File: src/rtl/fmadd_mantissa_normalizer.sv
// Post-adder normalizer: carry right-shift or iterative left shifts (8 or 1 bit/cycle), exponent adjust.
// Latency 1 (zero), 2 (carry), 2..14 (shift); single word in flight, result held in DONE until out_ready.
module fmadd_mantissa_normalizer #(
  parameter int man = 22,
  parameter int exp = 7
) (
  input  logic                 clk,
  input  logic                 rst,
  input  logic                 in_valid,
  output logic                 in_ready,
  input  logic [2*man+3:0]     in_mantissa,
  input  logic                 in_carry,
  input  logic [exp:0]         in_exponent,
  output logic                 out_valid,
  input  logic                 out_ready,
  output logic [2*man+3:0]     out_mantissa,
  output logic [exp:0]         out_exponent,
  output logic                 out_sticky,
  output logic                 out_overflow,
  output logic                 out_underflow,
  output logic                 out_zero
);

  localparam int W  = 2*man+4;
  localparam int EW = exp+1;

  localparam logic [1:0] ST_IDLE  = 2'd0;
  localparam logic [1:0] ST_CARRY = 2'd1;
  localparam logic [1:0] ST_SHIFT = 2'd2;
  localparam logic [1:0] ST_DONE  = 2'd3;

  localparam logic [EW-1:0] EXP_MAX    = '1;
  localparam logic [EW-1:0] EXP_MAX_M1 = {{(EW-1){1'b1}}, 1'b0};
  localparam logic [EW-1:0] EXP_ONE    = EW'(1);
  localparam logic [EW-1:0] EXP_EIGHT  = EW'(8);

  logic [1:0]    state, n_state;
  logic [W-1:0]  mant_q, n_mant;
  logic [EW-1:0] expo_q, n_expo;
  logic          sticky_q, n_sticky;
  logic          ovf_q, n_ovf;
  logic          unf_q, n_unf;
  logic          zero_q, n_zero;
  logic          load_out;

  always_comb begin
    n_state  = state;
    n_mant   = mant_q;
    n_expo   = expo_q;
    n_sticky = sticky_q;
    n_ovf    = ovf_q;
    n_unf    = unf_q;
    n_zero   = zero_q;
    case (state)
      ST_IDLE: begin
        if (in_valid) begin
          n_mant   = in_mantissa;
          n_expo   = in_exponent;
          n_sticky = 1'b0;
          n_ovf    = 1'b0;
          n_unf    = 1'b0;
          n_zero   = 1'b0;
          if (in_carry) begin
            n_state = ST_CARRY;
          end else if (in_mantissa == '0) begin
            n_expo  = '0;
            n_zero  = 1'b1;
            n_state = ST_DONE;
          end else begin
            n_state = ST_SHIFT;
          end
        end
      end
      ST_CARRY: begin
        n_mant   = {1'b1, mant_q[W-1:1]};
        n_sticky = mant_q[0];
        if (expo_q == EXP_MAX_M1) begin
          n_expo = EXP_MAX;
          n_mant = '0;
          n_ovf  = 1'b1;
        end else begin
          n_expo = expo_q + EXP_ONE;
        end
        n_state = ST_DONE;
      end
      ST_SHIFT: begin
        // Priority: normalized, then denormal stop, then coarse 8-bit step, then fine step.
        if (mant_q[W-1]) begin
          n_state = ST_DONE;
        end else if (expo_q <= EXP_ONE) begin
          n_expo  = '0;
          n_unf   = 1'b1;
          n_state = ST_DONE;
        end else if ((mant_q[W-1 -: 8] == 8'd0) && (expo_q > EXP_EIGHT)) begin
          n_mant = {mant_q[W-9:0], 8'd0};
          n_expo = expo_q - EXP_EIGHT;
        end else begin
          n_mant = {mant_q[W-2:0], 1'b0};
          n_expo = expo_q - EXP_ONE;
        end
      end
      ST_DONE: begin
        if (out_ready) n_state = ST_IDLE;
      end
      default: n_state = ST_IDLE;
    endcase
  end

  // Result registers update only when a word completes, so they hold between words.
  assign load_out = (n_state == ST_DONE) && (state != ST_DONE);

  always_ff @(posedge clk) begin
    if (rst) begin
      state         <= ST_IDLE;
      mant_q        <= '0;
      expo_q        <= '0;
      sticky_q      <= 1'b0;
      ovf_q         <= 1'b0;
      unf_q         <= 1'b0;
      zero_q        <= 1'b0;
      out_mantissa  <= '0;
      out_exponent  <= '0;
      out_sticky    <= 1'b0;
      out_overflow  <= 1'b0;
      out_underflow <= 1'b0;
      out_zero      <= 1'b0;
    end else begin
      state    <= n_state;
      mant_q   <= n_mant;
      expo_q   <= n_expo;
      sticky_q <= n_sticky;
      ovf_q    <= n_ovf;
      unf_q    <= n_unf;
      zero_q   <= n_zero;
      if (load_out) begin
        out_mantissa  <= n_mant;
        out_exponent  <= n_expo;
        out_sticky    <= n_sticky;
        out_overflow  <= n_ovf;
        out_underflow <= n_unf;
        out_zero      <= n_zero;
      end
    end
  end

  assign in_ready  = (state == ST_IDLE);
  assign out_valid = (state == ST_DONE);

endmodule

File: config.mk
export PLATFORM = sky130hd
export DESIGN_NAME = fmadd_mantissa_normalizer
export DESIGN_NICKNAME = d
export VERILOG_FILES = /design/src/rtl/fmadd_mantissa_normalizer.sv
export SDC_FILE = /design/constraint.sdc
export NUM_CORES = 1
export LEC_CHECK = 0
export ABC_AREA = 1
export CORE_MARGIN = 2
export CORE_UTILIZATION = 50
export DETAILED_ROUTE_END_ITERATION = 16
export PLACE_DENSITY = 0.76
export SLEW_MARGIN = 20
export SYNTH_ARGS = -nofsm -noshare
export SYNTH_HDL_FRONTEND = slang
export SYNTH_SLANG_ARGS = --single-unit
export TNS_END_PERCENT = 50
File: constraint.sdc
create_clock -name clk -period 2.8 [get_ports clk]
set_clock_uncertainty 0.1 [all_clocks]
set_input_delay 0.56 -clock clk [delete_from_list [all_inputs] [get_ports clk]]
set_output_delay 0.56 -clock clk [all_outputs]
set_load 0.01 [all_outputs]
==> results of run 1 <==
[power groups by stage]
stage          clock network (mW)  registers (mW)  logic [mW]
3_3_place_gp                    0            2.58        4.47
2_1_floorplan                   0            2.61        2.92
3_5_place_dp                    0            2.58        4.51
4_1_cts                      2.46            2.56        4.55
5_1_grt                      2.54            2.63        5.14
6_report                     2.46            2.57        4.63
[critical path: stages (launching register included)]
cell	delay, ns
dfxtp_1	0.43
nand2_1	0.11
inv_2	0.39
clkdlybuf4s50_1	0.64
[flip-flops by register name (all words and copies together) (netlist names)]
name	flops
out_zero	1
mant_q	48
state	2
sticky_q	1
zero_q	1
unf_q	1
out_underflow	1
out_exponent	8
out_overflow	1
out_sticky	1
out_mantissa	48
ovf_q	1
expo_q	8
[metrics by stage]
stage	cell area [um2]	hold slack, ns	setup WS, ns	cells
after floorplan	7240	0.353	0.632	1171
after global placement	8620	0.360	0.101	1439
after detailed placement	8620	0.360	0.0462	1439
after CTS	9270	0.371	0.158	1471
after global routing	9270	0.405	0.0550	1471
final	9270	0.368	0.140	1471
[final timing paths]
kind / start / end / slack (ns) / cells after the start
min reg2reg: out_mantissa[0] / out_mantissa[0] / 0.37 / 2
min: out_mantissa[0] / out_mantissa[0] / 0.37 / 2
max reg2reg: expo_q[1] / out_mantissa[9] / 0.21 / 14
max: state[1] / out_valid / 0.14 / 3
[area by class of cell]
type                            instances  area [um2]  area share, %
Multi-Input combinational cell        872        3990           43.0
Clock inverter                         11         191           2.07
Tap cell                              180         225           2.43
Sequential cell                       122        2440           26.3
Clock buffer                           21         460           4.97
Inverter                              110         438           4.72
Timing Repair Buffer                  155        1530           16.5
[kinds of logic (layout without fill, tap and decap cells)]
family | after synthesis | in the layout
buffers and inverters | 177 | 297
DFF | 122 | 122
AOI/OAI and AO/OA | 173 | 173
adders and majority gates | 8 | 8
xor gates and xnor gates | 2 | 2
and+or+nand+nor | 689 | 689
[layout by cell type (no fill, tap or decap), types with 7 or more instances in the layout]
cell,count
ha_1,8
o21ai_0,53
and2_1,10
clkdlybuf4s50_1,121
nand2_2,7
dfxtp_1,122
clkbuf_16,17
nor3_1,13
o21bai_1,7
a21oi_1,94
nand4_1,8
nand3_1,166
nor2_1,159
buf_4,28
nand2_1,310
inv_1,97
[layer usage]
metal,up-vias,global-route usage [%],part of all wire (%)
met5,-,0,0
met4,0,10.8,2.4
met3,51,6.49,11
met2,467,44.0,42
met1,3674,45.3,45
li1,3986,-,-
==> run_results.csv, run 1 <==
group,metric,value,unit
status,status,"finished clean",
drt,via_per_inst,5.56,
floorplanning,die_area,15500,um2
drt,wire_per_inst,16.3,um
critical_path,end_kind,"output port",
pwr,ir_drop,0.609,mV
floorplanning,core,14000,um2
cells_and_area,fin_nets,1347,
cts,cts_tree,"yes",
pwr,power_switching,4.09,mW
cts,cts_setup_buffers,0,
critical_path,crit_path_max_fanout,25,
critical_path,worst-setup-path-type,"reg -> out",
job,maxCapViolCount,0,
grt,grt_max_degree,64,
synthesis,synthAdderAreaFrac,1.38,%
synthesis,synth_commonest_cells,"nand2_1, nand3_1, nor2_1, dfxtp_1, inv_1",
drt,routed_wl,23.9,mm
drt,vias,8178,
synthesis,synth_edf_count,0,
synthesis,synthCells,1171,
floorplanning,rows,43,
cells_and_area,drive_gt1_share,7.28,%
cts,clock_path_buffers,2,
sta,setup_tns,0,ns
floorplanning,ios,123,
sta,maxSlewViolCount,0,
cts,cts_buffers,17,
synthesis,synth_mux_area_share,0,%
cts,clock_latency,0.42,ns
pwr,p_seq_share,26.6,%
floorplanning,die_w,124,um
cts,cts_sinks,122,
synthesis,synth_top_family_by_area,"simple AND/OR/NAND/NOR gates",
synthesis,seq_area_frac_synth,33.7,%
sta,timing.final.crit_share,95.0,%
synthesis,async_flop_share,0,%
cts,ctsResizeCount,0,
pwr,intPower,5.57,mW
grt,overflow,0,
cells_and_area,num_antenna_cells,0,
sta,slew_headroom,48.6,%
pwr,cellPowerDensity,1040,nW/um2
critical_path,start_kind,"register",
cts,worst_setup_hold_path_clk_slew,0.06,ns
floorplanning,start_util,51.7,%
hold_path,hold_path_class,"reg -> reg",
synthesis,synthTopCellsByArea,"dfxtp_1, nand2_1, nand3_1",
grt,grt_pass1_wl,38.8,mm
synthesis,synth_area,7240,um2
synthesis,syn_avg_cell_area,6.18,um2
synthesis,synth-main-ff-cell,"dfxtp_1",
sta,fmax,376,MHz
sta,rsz0062_at_grt,"false",
floorplanning,die_y,124,um
sta,tightest_slew,0.771,ns
synthesis,synth_compound_area_share,12.7,%
pwr,power.leakage,4.12,nW
drt,drt_pass1_iterations,7,
synthesis,synth-simple-area-share,40.7,%
pwr,pwr-share-clk,25.4,%
synthesis,yosysMostFrequentCell,"nand2_1",
grt,antenna_found_initial,0,
sta,setup_viol,0,
cells_and_area,syn_to_final_growth,28.1,%
synthesis,yosysWarningCount,0,
cells_and_area,final_util,66.3,%
pwr,power.total,9.66,mW
synthesis,synth_nets,1240,
drt,dr.first_iter.drc_count,1105,
drt,drc_errors,0,
synthesis,synthDominantCellAreaShare,33.7,%
grt,grt.total_usage,30.7,%
pwr,p_comb_share,48.0,%
synthesis,synth_xor_area_share,0.242,%
sta,finalHoldViolations,0,
sta,min_period,2.66,ns
grt,grt_pass1_vias,7442,
synthesis,synth_cell_types,36,
cts,htreeDepth,4,
synthesis,synth_seq_cells,122,
critical_path,critPathArrivalTime,2.00,ns
place,place_hpwl,16.4,mm
pwr,switching_share,42.4,%
cts,root_buffer,"clkbuf_16",
synthesis,yosys.area.top_type,"dfxtp_1",
drt,ant_nets,0,
cells_and_area,fillCellCount,1340,
cts,cts_hold_buf,0,
place,port_buffers,122,
critical_path,crit_required,2.14,ns
place,gp_congestion,0.971,
Note: power is estimated with default switching activity, not from simulation.
==> run 2, diff against run 1 <==
ABC_AREA = default   (was 1)
CORE_UTILIZATION = 53   (was 50)
PLACE_DENSITY = 0.8   (was 0.76)
==> run 2 against run 1 <==
Synthesized cell count down 28%. Worst hold slack better by 0.023 ns. Via count fell by 4.9%. Clock-buffer cell count decreased by 3. Worst setup slack worse by 0.037 ns. Non-clock buffer count up 76. Register-to-register slack lost 0.02 ns. Power down 7.2%. Highest routed layer unchanged. Combinational power down 8.0%. Largest cell class unchanged.
==> run_results.csv, run 2 <==
group,metric,value,unit
critical_path,crit_path_max_fanout,44,
status,status,"finished clean",
synthesis,synth_edf_count,0,
drt,via_per_inst,6.51,
floorplanning,ios,123,
critical_path,reg2reg_from,"expo_q[4]",
critical_path,worst-setup-path-type,"in -> reg",
drt,routed_wl,25.3,mm
synthesis,yosysMostFrequentCell,"dfxtp_1",
cts,clock_path_buffers,2,
synthesis,synthDominantCellAreaShare,35.3,%
sta,rsz0062_at_grt,"true",
cells_and_area,biggestRegsByFlops,"mant_q x48, out_mantissa x48",
grt,grt_max_degree,46,
synthesis,syn_avg_cell_area,8.20,um2
cts,clock_latency,0.42,ns
sta,setup_ws,0.103,ns
hold_path,hold_path_class,"reg -> reg",
floorplanning,core,12700,um2
grt,overflow,0,
critical_path,regToRegSetupSlack,0.19,ns
cts,htreeDepth,4,
synthesis,synthTopCellsByArea,"dfxtp_1, a211oi_1, nor2_1",
pwr,power.total,8.96,mW
drt,ant_nets,0,
cts,worst_setup_hold_path_clk_slew,0.06,ns
drt,drt_pass1_iterations,7,
place,gp_congestion,0.913,
grt,grt_pass1_wl,40.2,mm
critical_path,start_kind,"primary input",
drt,drc_errors,0,
floorplanning,start_util,54.7,%
pwr,cellPowerDensity,941,nW/um2
sta,setup_tns,0,ns
drt,vias,7777,
sta,min_period,2.70,ns
cts,cts_tree,"yes",
sta,timing.final.crit_share,96.3,%
synthesis,synth_area,6930,um2
pwr,power.leakage,3.59,nW
place,port_buffers,122,
cts,root_buffer,"clkbuf_16",
grt,grt.total_usage,35.7,%
floorplanning,die_area,14000,um2
cells_and_area,fin_nets,1078,
sta,tightest_slew,0.857,ns
grt,antenna_found_initial,0,
hold_path,hold_depth,2,
cts,cts_buffers,17,
synthesis,synth-main-ff-cell,"dfxtp_1",
drt,dr.first_iter.drc_count,1196,
job,maxCapViolCount,0,
sta,maxSlewViolCount,0,
critical_path,end_kind,"register",
place,place_hpwl,17.8,mm
cells_and_area,final_cell_mix,"dfxtp_1, clkdlybuf4s50_1, nor2_1",
synthesis,synth_nets,914,
floorplanning,die_w,118,um
synthesis,yosys.area.top_type,"dfxtp_1",
critical_path,reg2reg_to,"out_mantissa[14]",
sta,fmax,371,MHz
critical_path,reg2reg_depth,6,
cts,cts_sinks,122,
synthesis,async_flop_share,0,%
synthesis,yosysWarningCount,0,
synthesis,synth_commonest_cells,"dfxtp_1, nor2_1, a21oi_1, a211oi_1, nand2_1",
drt,wire_per_inst,21.2,um
synthesis,seq_area_frac_synth,35.3,%
pwr,ir_drop,0.514,mV
cells_and_area,final_common_cell,"dfxtp_1",
synthesis,synth_cell_types,68,
cells_and_area,final_util,75.1,%
hold_path,holdPathEnd,"out_overflow",
synthesis,synthCells,845,
sta,slew_headroom,42.9,%
synthesis,synth_seq_cells,122,
cells_and_area,num_antenna_cells,0,
cells_and_area,syn_to_final_growth,37.4,%
critical_path,critPathArrivalTime,2.92,ns
hold_path,hp-start,"out_overflow",
sta,finalHoldViolations,0,
critical_path,crit_required,3.02,ns
place,preCtsSetupSlack,-0.396,ns
cells_and_area,fillCellCount,930,
floorplanning,rows,41,
sta,setup_viol,0,
grt,grt_pass1_vias,7681,
floorplanning,die_y,118,um
cells_and_area,drive_gt1_share,18.3,%
-- run 2: changes by cell type after synthesis, sizes merged, moves of 19 or more --
| cell | before | now |
|---|---|---|
| a211oi | 2 | 59 |
| a21oi | 94 | 65 |
| a221oi | 0 | 20 |
| a22oi | 6 | 30 |
| a31oi | 1 | 20 |
| clkbuf | 35 | 54 |
| inv | 107 | 10 |
| mux2i | 0 | 30 |
| nand2 | 318 | 55 |
| nand3 | 168 | 18 |
| nor2 | 168 | 111 |
| o21ai | 58 | 22 |
-- run 2: worst max path at each step --
stage	startpoint	to	slack (ns)	cells past startpoint
global route	in_mantissa[2]	out_mantissa[5]	-0.04	9
finish	in_mantissa[6]	out_mantissa[14]	0.10	9
detailed placement	in_mantissa[19]	out_exponent[5]	-0.40	9
floorplan	expo_q[0]	out_mantissa[10]	0.15	10
global placement	in_mantissa[19]	out_mantissa[10]	-0.35	9
CTS	in_mantissa[6]	out_mantissa[14]	0.01	9
-- run 2: layout make-up --
type / count / area [um2] / share of cell area [%]
Timing Repair Buffer: 231 / 2120 / 22.3
Sequential cell: 122 / 2440 / 25.7
Multi-Input combinational cell: 626 / 4120 / 43.3
Inverter: 11 / 41.3 / 0.434
Clock buffer: 18 / 429 / 4.51
Clock inverter: 14 / 149 / 1.56
Tap cell: 172 / 215 / 2.26
-- run 2: what timing repair did --
| action | in CTS | in global routing |
|---|---|---|
| setup endpoints to repair | 5 | 62 |
| buffers inserted | 0 | 1 |
| gates resized for setup | 1 | 11 |
| hold buffers | 0 | 0 |
| pin swaps | 0 | 7 |
-- run 2: layer usage --
| layer | GRT usage, % | wire length, um | part of all wire, % | vias to the layer above |
|---|---|---|---|---|
| li1 | - | - | - | 3548 |
| met1 | 44.8 | 10000 | 40 | 3601 |
| met3 | 8.01 | 2530 | 10 | 89 |
| met2 | 57.9 | 11800 | 47 | 539 |
| met4 | 17.0 | 937 | 3.7 | 0 |
| met5 | 0 | 0 | 0 | - |
-- run 2: cells by family (layout without fill, tap and decap cells) --
logic type	after synthesis	in the layout	share of synthesized area (%)
AO/OA/AOI/OAI	307	307	32.9
AND/OR/NAND/NOR	271	271	18.3
flip-flops	122	122	35.3
buffers and inverters	97	274	6.31
multiplexers	35	35	5.15
adder cells (fa/ha/maj)	8	8	1.45
XOR/XNOR	5	5	0.632
-- run 2: stage by stage --
step	cell area, um2	hold slack [ns]	cells
after floorplan	6930	0.356	845
after global placement	8860	0.371	1161
after detailed placement	8860	0.380	1161
after CTS	9450	0.389	1193
after global routing	9520	0.409	1194
final	9520	0.391	1194
-- run 2: critical path, stage by stage --
cell and delay (ns):
clkdlybuf4s50_1 0.45, nor4_2 0.36, buf_4 0.17, nand4_1 0.18, o41ai_2 0.40, and2_4 0.26, buf_12 0.22, nor2_1 0.07
a211oi_1 0.24
-- run 2: where the power goes --
part	total (mW)	leakage, nW	internal [mW]	switching [mW]
logic	4.26	2.31	1.85	2.41
clock network	2.14	0.273	1.31	0.834
registers	2.55	1.00	2.14	0.410
